[src/rtl/vx_alu_req_skid_buf.sv]
// Two-entry skid buffer between dispatch and ALU.
// in_req_ready depends only on local flops.
module vx_alu_req_skid_buf #(
  parameter int PERF_CTR_BITS = 32
) (
  input  logic         clk,
  input  logic         reset_n,

  input  logic         in_req_valid,
  output logic         in_req_ready,
  input  logic [43:0]  in_req_uuid,
  input  logic [1:0]   in_req_wid,
  input  logic [3:0]   in_req_tmask,
  input  logic [31:0]  in_req_PC,
  input  logic [31:0]  in_req_next_PC,
  input  logic [3:0]   in_req_op_type,
  input  logic [2:0]   in_req_op_mod,
  input  logic         in_req_use_PC,
  input  logic         in_req_use_imm,
  input  logic [31:0]  in_req_imm,
  input  logic [11:0]  in_req_u_12,
  input  logic [1:0]   in_req_tid,
  input  logic [127:0] in_req_rs1_data,
  input  logic [127:0] in_req_rs2_data,
  input  logic [4:0]   in_req_rd,
  input  logic         in_req_wb,
  input  logic [2:0]   in_req_func3,
  input  logic [6:0]   in_req_func7,

  output logic         out_req_valid,
  input  logic         out_req_ready,
  output logic [43:0]  out_req_uuid,
  output logic [1:0]   out_req_wid,
  output logic [3:0]   out_req_tmask,
  output logic [31:0]  out_req_PC,
  output logic [31:0]  out_req_next_PC,
  output logic [3:0]   out_req_op_type,
  output logic [2:0]   out_req_op_mod,
  output logic         out_req_use_PC,
  output logic         out_req_use_imm,
  output logic [31:0]  out_req_imm,
  output logic [11:0]  out_req_u_12,
  output logic [1:0]   out_req_tid,
  output logic [127:0] out_req_rs1_data,
  output logic [127:0] out_req_rs2_data,
  output logic [4:0]   out_req_rd,
  output logic         out_req_wb,
  output logic [2:0]   out_req_func3,
  output logic [6:0]   out_req_func7
`ifdef VX_ALU_SKID_PERF_EN
  ,
  output logic [PERF_CTR_BITS-1:0] perf_stalls
`endif
);

  localparam int PW = 441;

  localparam logic [1:0] ST_EMPTY = 2'b00;
  localparam logic [1:0] ST_ONE   = 2'b10;
  localparam logic [1:0] ST_FULL  = 2'b11;

  logic          main_valid_q, main_valid_d;
  logic          skid_valid_q, skid_valid_d;
  logic [PW-1:0] main_data_q, main_data_d;
  logic [PW-1:0] skid_data_q, skid_data_d;
  logic [PW-1:0] in_data;
  logic          xfer_in;
  logic          xfer_out;

  assign in_data = {
    in_req_uuid, in_req_wid, in_req_tmask,
    in_req_PC, in_req_next_PC,
    in_req_op_type, in_req_op_mod,
    in_req_use_PC, in_req_use_imm,
    in_req_imm, in_req_u_12, in_req_tid,
    in_req_rs1_data, in_req_rs2_data,
    in_req_rd, in_req_wb,
    in_req_func3, in_req_func7
  };

  assign {
    out_req_uuid, out_req_wid, out_req_tmask,
    out_req_PC, out_req_next_PC,
    out_req_op_type, out_req_op_mod,
    out_req_use_PC, out_req_use_imm,
    out_req_imm, out_req_u_12, out_req_tid,
    out_req_rs1_data, out_req_rs2_data,
    out_req_rd, out_req_wb,
    out_req_func3, out_req_func7
  } = main_data_q;

  assign out_req_valid = main_valid_q;
  assign in_req_ready  = !skid_valid_q;

  assign xfer_in  = in_req_valid & in_req_ready;
  assign xfer_out = out_req_valid & out_req_ready;

  always_comb begin
    main_valid_d = main_valid_q;
    skid_valid_d = skid_valid_q;
    main_data_d  = main_data_q;
    skid_data_d  = skid_data_q;
    case ({main_valid_q, skid_valid_q})
      ST_EMPTY: begin
        if (xfer_in) begin
          main_valid_d = 1'b1;
          main_data_d  = in_data;
        end
      end
      ST_ONE: begin
        if (xfer_in && xfer_out) begin
          main_data_d = in_data;
        end else if (xfer_in) begin
          skid_valid_d = 1'b1;
          skid_data_d  = in_data;
        end else if (xfer_out) begin
          main_valid_d = 1'b0;
        end
      end
      ST_FULL: begin
        if (xfer_out) begin
          skid_valid_d = 1'b0;
          main_data_d  = skid_data_q;
        end
      end
      default: begin
        main_valid_d = 1'b0;
        skid_valid_d = 1'b0;
      end
    endcase
  end

  always_ff @(posedge clk or negedge reset_n) begin
    if (!reset_n) begin
      main_valid_q <= 1'b0;
      skid_valid_q <= 1'b0;
    end else begin
      main_valid_q <= main_valid_d;
      skid_valid_q <= skid_valid_d;
    end
  end

  always_ff @(posedge clk) begin
    main_data_q <= main_data_d;
    skid_data_q <= skid_data_d;
  end

`ifdef VX_ALU_SKID_PERF_EN
  logic [PERF_CTR_BITS-1:0] perf_q, perf_d;

  always_comb begin
    perf_d = perf_q;
    if (in_req_valid && !in_req_ready) begin
      perf_d = perf_q + PERF_CTR_BITS'(1);
    end
  end

  always_ff @(posedge clk or negedge reset_n) begin
    if (!reset_n) begin
      perf_q <= '0;
    end else begin
      perf_q <= perf_d;
    end
  end

  assign perf_stalls = perf_q;
`endif

endmodule
[config.mk]
export PLATFORM = sky130hd
export DESIGN_NAME = vx_alu_req_skid_buf
export DESIGN_NICKNAME = d
export VERILOG_FILES = /design/src/rtl/vx_alu_req_skid_buf.sv
export SDC_FILE = /design/constraint.sdc
export NUM_CORES = 1
export LEC_CHECK = 0
export CAP_MARGIN = 20
export CELL_PAD_IN_SITES_DETAIL_PLACEMENT = 0
export CELL_PAD_IN_SITES_GLOBAL_PLACEMENT = 1
export CORE_AREA = 2 2 349 351
export DETAILED_ROUTE_END_ITERATION = 8
export DIE_AREA = 0 0 351 353
export HOLD_SLACK_MARGIN = 0.03
export PLACE_DENSITY = 0.62
export SKIP_CTS_REPAIR_TIMING = 1
export SKIP_LAST_GASP = 1
export SYNTH_ARGS = -nofsm -noshare
export SYNTH_HDL_FRONTEND = slang
export SYNTH_SLANG_ARGS = --single-unit
export TNS_END_PERCENT = 30
[constraint.sdc]
create_clock -name clk -period 13.78 [get_ports clk]
set_input_delay 1.378 -clock clk [delete_from_list [all_inputs] [get_ports clk]]
set_output_delay 1.378 -clock clk [all_outputs]
set_load 0.03 [all_outputs]
==> metrics.csv, run 1 <==
metric,value,unit
1st-iter DRT viols,991,
area enclosed by the die boundary,124000,um^2
Post-synth EDFFs,882,
pin slew with the least headroom to its limit,1.24,ns
Worst EP arrival,5.26,ns
Worst R2R End,main_data_q[289],
mux contribution to synthesized area,16.5,%
post-synthesis cell type count,24,
cell chain of the critical path,"clkdlybuf4s50_1, nand2b_1, o21ai_0, and3_4, buf_4, buf_4, buf_4",
Worst Setup Start Kind,input port,
sum of buffers and inverters on the critical path,4,
CTS H-Tree Depth,3,
number of top-level pins,888,
critical path data required time,14.04,ns
Hold Path Origin,skid_data_q[418],
global-route total usage across every layer,12.9,%
via count,16900,
post-synthesis adder-cell area fraction,0.154,%
drt drc,0,
footprint of the flip-flops and latches,26500,um^2
count of input and output buffers,887,
switching power,3.87,mW
Yosys warning count,0,
part of the total power dissipated in combinational logic,36.6,%
xor/xnor share of the synthesized area,0,%
initial core utilization,26.9,%
fraction of the core area covered by cells at the end of the flow,38.3,%
half-perimeter wire length after detailed placement,57900,um
global placement routability congestion,0.791,
combinational family with the most area after synthesis,multiplexers,
result of the run,finished clean,
"most common cell after layout, fill and taps aside",sky130_fd_sc_hd__clkdlybuf4s50_1,
Post-synth top flop,sky130_fd_sc_hd__edfxtp_1,
Tot Pwr,10.9,mW
"top library cells by usage in the layout, fill and taps aside","sky130_fd_sc_hd__clkdlybuf4s50_1 (887), sky130_fd_sc_hd__edfxtp_1 (882), sky130_fd_sc_hd__mux2_2 (271), sky130_fd_sc_hd__mux2_4 (100), sky130_fd_sc_hd__clkbuf_16 (96)",
setup clock skew after layout,0.0261,ns
worst setup slack after layout,8.78,ns
global-route wire length before repair,120000,um
worst-skew pair later-pin latency,0.67,ns
Worst Hold Path EP,main_data_q[418],
post-synthesis average cell area,23.2,um^2
Hold Crit Class,flop to flop,
drt wl/cell,20.6,um
maximum vdd drop,0.138,mV
Core Region,121000,um^2
Chip Height,353,um
Slowest cell on crit path,sky130_fd_sc_hd__buf_4,
Syn Inst Count,1398,
Final Slew Violations,0,
number of standard-cell rows in the floorplan,128,
hold depth,1,
Total Routed Length,83500,um
normalized max-slew margin,17.5,%
category of the most critical setup path,input port to flop,
"Clk pin slew, worst setup/hold paths",0.06,ns
post-synthesis simple-gate area fraction,0.154,%
Layout area overhead,42.4,%
cell repeated most along the worst path,sky130_fd_sc_hd__buf_4,
net switching fraction of the power,35.4,%
grt ovf,0,
Worst Setup Slack post-DPL,8.11,ns
TritonCTS clock tree,built,
Final Net Count,2797,
max_cap viols,0,
P_leak,15.3,nW
via count of the first global-routing pass,18000,
Max Freq,200,MHz
DRT Pass-1 Iters,4,
flop and latch count out of synthesis,884,
"Cell Area, Synth",32400,um^2
worst reg-to-reg setup slack,8.94,ns
time the worst path needs with I/O delays and setup,5.00,ns
share of synthesized registers carrying an async set or reset,0.226,%
sequential element share of the synthesized area,81.9,%
final setup vio count,0,
pin count of the biggest net entering global routing,154,
combined area of the multi-input logic cells,5520,um^2
vias per cell,4.16,
CTS buffer count,95,
share of layout cells above drive strength 1,21.4,%
RSZ-0062 raised after global routing,false,
compound-cell area share of the yosys netlist,0.170,%
post-synthesis net count,1847,
Worst path top cell family by delay,buffers and inverters,
depth of the most critical reg-to-reg path,7,
crit end category,flop,
Die Span X,351,um
final critical-path share of the clock period,36.3,%
number of filler instances in the final layout,11100,
buffer cell driving the clock tree root,sky130_fd_sc_hd__clkbuf_16,
Pint,7.05,mW
sequential group share of total power,40.8,%
Clock Power Share,22.6,%
antenna violation net count after detailed routing,0,
power density relative to cell area,237,nW/um^2
number of antenna violations at the first check in global routing,18,
buffer depth of the longest clock path,3,
R2R Path Start,out_req_valid,
maximum fanout along the worst path,64,
"Hold Vio Cnt, Final",0,
worst stage delay on the critical path,0.82,ns
sink count of the clock tree,884,
setup TNS,0,ns
## cells by family (layout without fill, tap and decap cells)
group                      Yosys count  in the layout
and+or+nand+nor                      9              9
other                                0              5
buffers and inverters               52           1079
muxes                              441            441
AOI/OAI and AO/OA                    8              8
DFF                                884            884
adders and majority gates            4              4
## metal layers
metal  global-route usage, %  routed length, um  vias to the layer above
met4                    3.85               1800                       22
met1                    14.3              31000                     8484
li1                        -                  -                     7554
met5                       0                127                        -
met2                    21.9              41400                      668
met3                    6.12               9080                      128
## power by group through the flow
stage	registers, mW	clock network, mW	logic [mW]
after CTS	4.47	2.55	4.06
after detailed placement	4.51	0	4.05
after floorplan	5.80	0	0.704
after global placement	4.50	0	4.04
after global routing	4.54	2.65	4.17
final	4.46	2.47	4.00
## Yosys cell counts, types with 2 or more instances
library cell               instances  share of area, %
sky130_fd_sc_hd__o41ai_1           2             0.054
sky130_fd_sc_hd__mux2_1           70               2.4
sky130_fd_sc_hd__mux2_2          271               9.4
sky130_fd_sc_hd__mux2_4          100               4.6
sky130_fd_sc_hd__ha_1              4              0.15
sky130_fd_sc_hd__edfxtp_1        882                82
sky130_fd_sc_hd__dfrtp_1           2              0.15
sky130_fd_sc_hd__nand2_1           2             0.023
sky130_fd_sc_hd__buf_6            19              0.66
sky130_fd_sc_hd__inv_1             3             0.035
sky130_fd_sc_hd__buf_2            30              0.46
## worst max-delay path by stage
stage / startpoint / end / cells past startpoint
global route: in_req_valid / main_data_q[279] / 7
detailed placement: in_req_valid / main_data_q[281] / 7
global placement: in_req_valid / main_data_q[132] / 7
finish: in_req_valid / main_data_q[289] / 7
CTS: in_req_valid / main_data_q[289] / 7
floorplan: in_req_valid / main_data_q[0] / 3
## state kept, by name, summed over array words and instances (netlist names)
| signal | count |
|---|---|
| out_req_valid | 1 |
| skid_data_q | 441 |
| main_data_q | 441 |
| skid_valid_q | 1 |
## through the flow
step	cells	cell area (um^2)	hold slack [ns]
floorplan	1398	32400	0.508
global placement	3876	43100	0.514
detailed placement	3876	43100	0.518
CTS	4050	46100	0.514
global route	4054	46100	0.518
finish	4055	46100	0.513
## final cells by class
cell class	count	share of cell area (%)
sequential	884	57.5
antenna	5	0.0271
clock inverter	60	1.08
tap	1625	4.41
timing repair buffer	902	19.6
clock buffer	114	5.44
inverter	3	0.0244
multi-input combinational	462	12.0
(Power assumes the default switching activity.)
==> inputs of run 2 (changes only) <==
clock period = 4.77 ns   (was 13.78 ns; I/O delays follow)
==> metrics.csv, run 2 (synthesized netlist as in run 1, its figures left out) <==
metric,value,unit
CTS H-Tree Depth,3,
net switching fraction of the power,35.4,%
buffer cell driving the clock tree root,sky130_fd_sc_hd__clkbuf_16,
area enclosed by the die boundary,124000,um^2
Total Routed Length,88400,um
number of top-level pins,888,
maximum fanout along the worst path,117,
maximum vdd drop,0.464,mV
antenna violation net count after detailed routing,0,
final setup vio count,0,
setup clock skew after layout,0.0254,ns
drt drc,0,
hold depth,1,
largest registers,"main_data_q (441), skid_data_q (441)",
fraction of the core area covered by cells at the end of the flow,38.6,%
share of layout cells above drive strength 1,22.1,%
drt wl/cell,21.6,um
via count,17000,
"Hold Vio Cnt, Final",0,
sequential group share of total power,39.8,%
worst-skew pair later-pin latency,0.66,ns
Final Slew Violations,0,
P_leak,15.5,nW
TritonCTS clock tree,built,
grt ovf,0,
category of the most critical setup path,flop to flop,
Layout area overhead,43.8,%
global-route wire length before repair,125000,um
critical path data required time,5.18,ns
Worst Setup Start Kind,flop,
RSZ-0062 raised after global routing,false,
depth of the most critical reg-to-reg path,4,
Core Region,121000,um^2
Clock Power Share,23.0,%
result of the run,finished clean,
power density relative to cell area,690,nW/um^2
global placement routability congestion,0.831,
number of standard-cell rows in the floorplan,128,
pin slew with the least headroom to its limit,1.04,ns
sink count of the clock tree,884,
half-perimeter wire length after detailed placement,63200,um
DRT Pass-1 Iters,5,
via count of the first global-routing pass,18300,
buffer depth of the longest clock path,3,
Hold Crit Class,input port to flop,
global-route total usage across every layer,13.7,%
Worst EP arrival,3.39,ns
pin count of the biggest net entering global routing,150,
switching power,11.4,mW
part of the total power dissipated in combinational logic,37.2,%
vias per cell,4.16,
final critical-path share of the clock period,62.5,%
"top library cells by usage in the layout, fill and taps aside","sky130_fd_sc_hd__clkdlybuf4s50_1 (887), sky130_fd_sc_hd__edfxtp_1 (882), sky130_fd_sc_hd__mux2_2 (271), sky130_fd_sc_hd__mux2_4 (100), sky130_fd_sc_hd__clkbuf_16 (98)",
1st-iter DRT viols,884,
normalized max-slew margin,30.6,%
Die Span X,351,um
non-filler cells in the finished layout,4089,
Chip Height,353,um
setup TNS,0,ns
time the worst path needs with I/O delays and setup,2.98,ns
Final Net Count,2825,
count of input and output buffers,887,
Max Freq,335,MHz
worst hold-check slack,0.393,ns
initial core utilization,26.9,%
number of antenna violations at the first check in global routing,26,
"Clk pin slew, worst setup/hold paths",0.06,ns
max_cap viols,0,
crit end category,flop,
placed cell count,3901,
Pint,20.8,mW
"most common cell after layout, fill and taps aside",sky130_fd_sc_hd__clkdlybuf4s50_1,
CTS buffer count,97,
-- run 2: changes by cell type in the layout (fill, tap and decap cells not counted), sizes merged --
cell,previous run,this run
clkinv,46,32
inv,8,7
clkbuf,114,128
dlygate4sd3,0,1
bufinv,6,9
buf,15,40
diode,5,11
-- run 2: layout make-up --
| cell class | count | area [um^2] |
|---|---|---|
| diodes | 11 | 27.5 |
| clock inverters | 48 | 534 |
| repair buffers | 928 | 9350 |
| inverters | 3 | 11.3 |
| fillers | 10900 | 74000 |
| well taps | 1625 | 2030 |
| flip-flops and latches | 884 | 26500 |
| multi-input cells | 462 | 5520 |
| clock buffers | 128 | 2570 |
-- run 2: critical path, cell delays in order, from the launching register on --
cell and delay [ns]:
sky130_fd_sc_hd__dfrtp_2 0.45, sky130_fd_sc_hd__ha_4 0.62, sky130_fd_sc_hd__buf_12 0.64, sky130_fd_sc_hd__buf_12 0.39, sky130_fd_sc_hd__mux2_2 0.39
-- run 2: power by group through the flow --
stage	clock network (mW)	registers [mW]	logic [mW]
3_5_place_dp	0	13.0	12.1
3_3_place_gp	0	12.9	12.0
2_1_floorplan	0	17.0	2.20
6_report	7.39	12.8	12.0
5_1_grt	7.93	13.0	12.5
4_1_cts	7.65	12.9	12.1
-- run 2: worst paths after layout --
| check | startpoint | endpoint | slack (ns) |
|---|---|---|---|
| setup reg to reg | out_req_valid | main_data_q[124] | 1.79 |
| hold / removal | in_req_rs2_data[4] | skid_data_q[20] | 0.39 |
| setup / recovery | out_req_valid | main_data_q[124] | 1.79 |
| hold reg to reg | skid_data_q[4] | main_data_q[4] | 0.53 |
| min in group asynchronous | reset_n | out_req_valid | 0.54 |
| max in group asynchronous | reset_n | out_req_valid | 4.09 |
-- run 2: routing by layer --
| layer | share of wire [%] | track usage (%) | up-vias | wire (um) |
|---|---|---|---|---|
| li1 | - | - | 7620 | - |
| met1 | 36 | 14.6 | 8569 | 31900 |
| met2 | 50 | 23.4 | 644 | 44100 |
| met3 | 11 | 6.15 | 163 | 9510 |
| met4 | 3.1 | 5.48 | 24 | 2720 |
| met5 | 0.20 | 0 | - | 176 |
-- run 2: stage by stage --
step	total power, mW	setup WS [ns]	cell area (um^2)
2_1_floorplan	19.2	0.000179	32400
3_3_place_gp	25.0	1.70	43400
3_5_place_dp	25.1	1.74	43400
4_1_cts	32.7	1.71	46500
5_1_grt	33.4	1.64	46600
6_report	32.2	1.79	46600
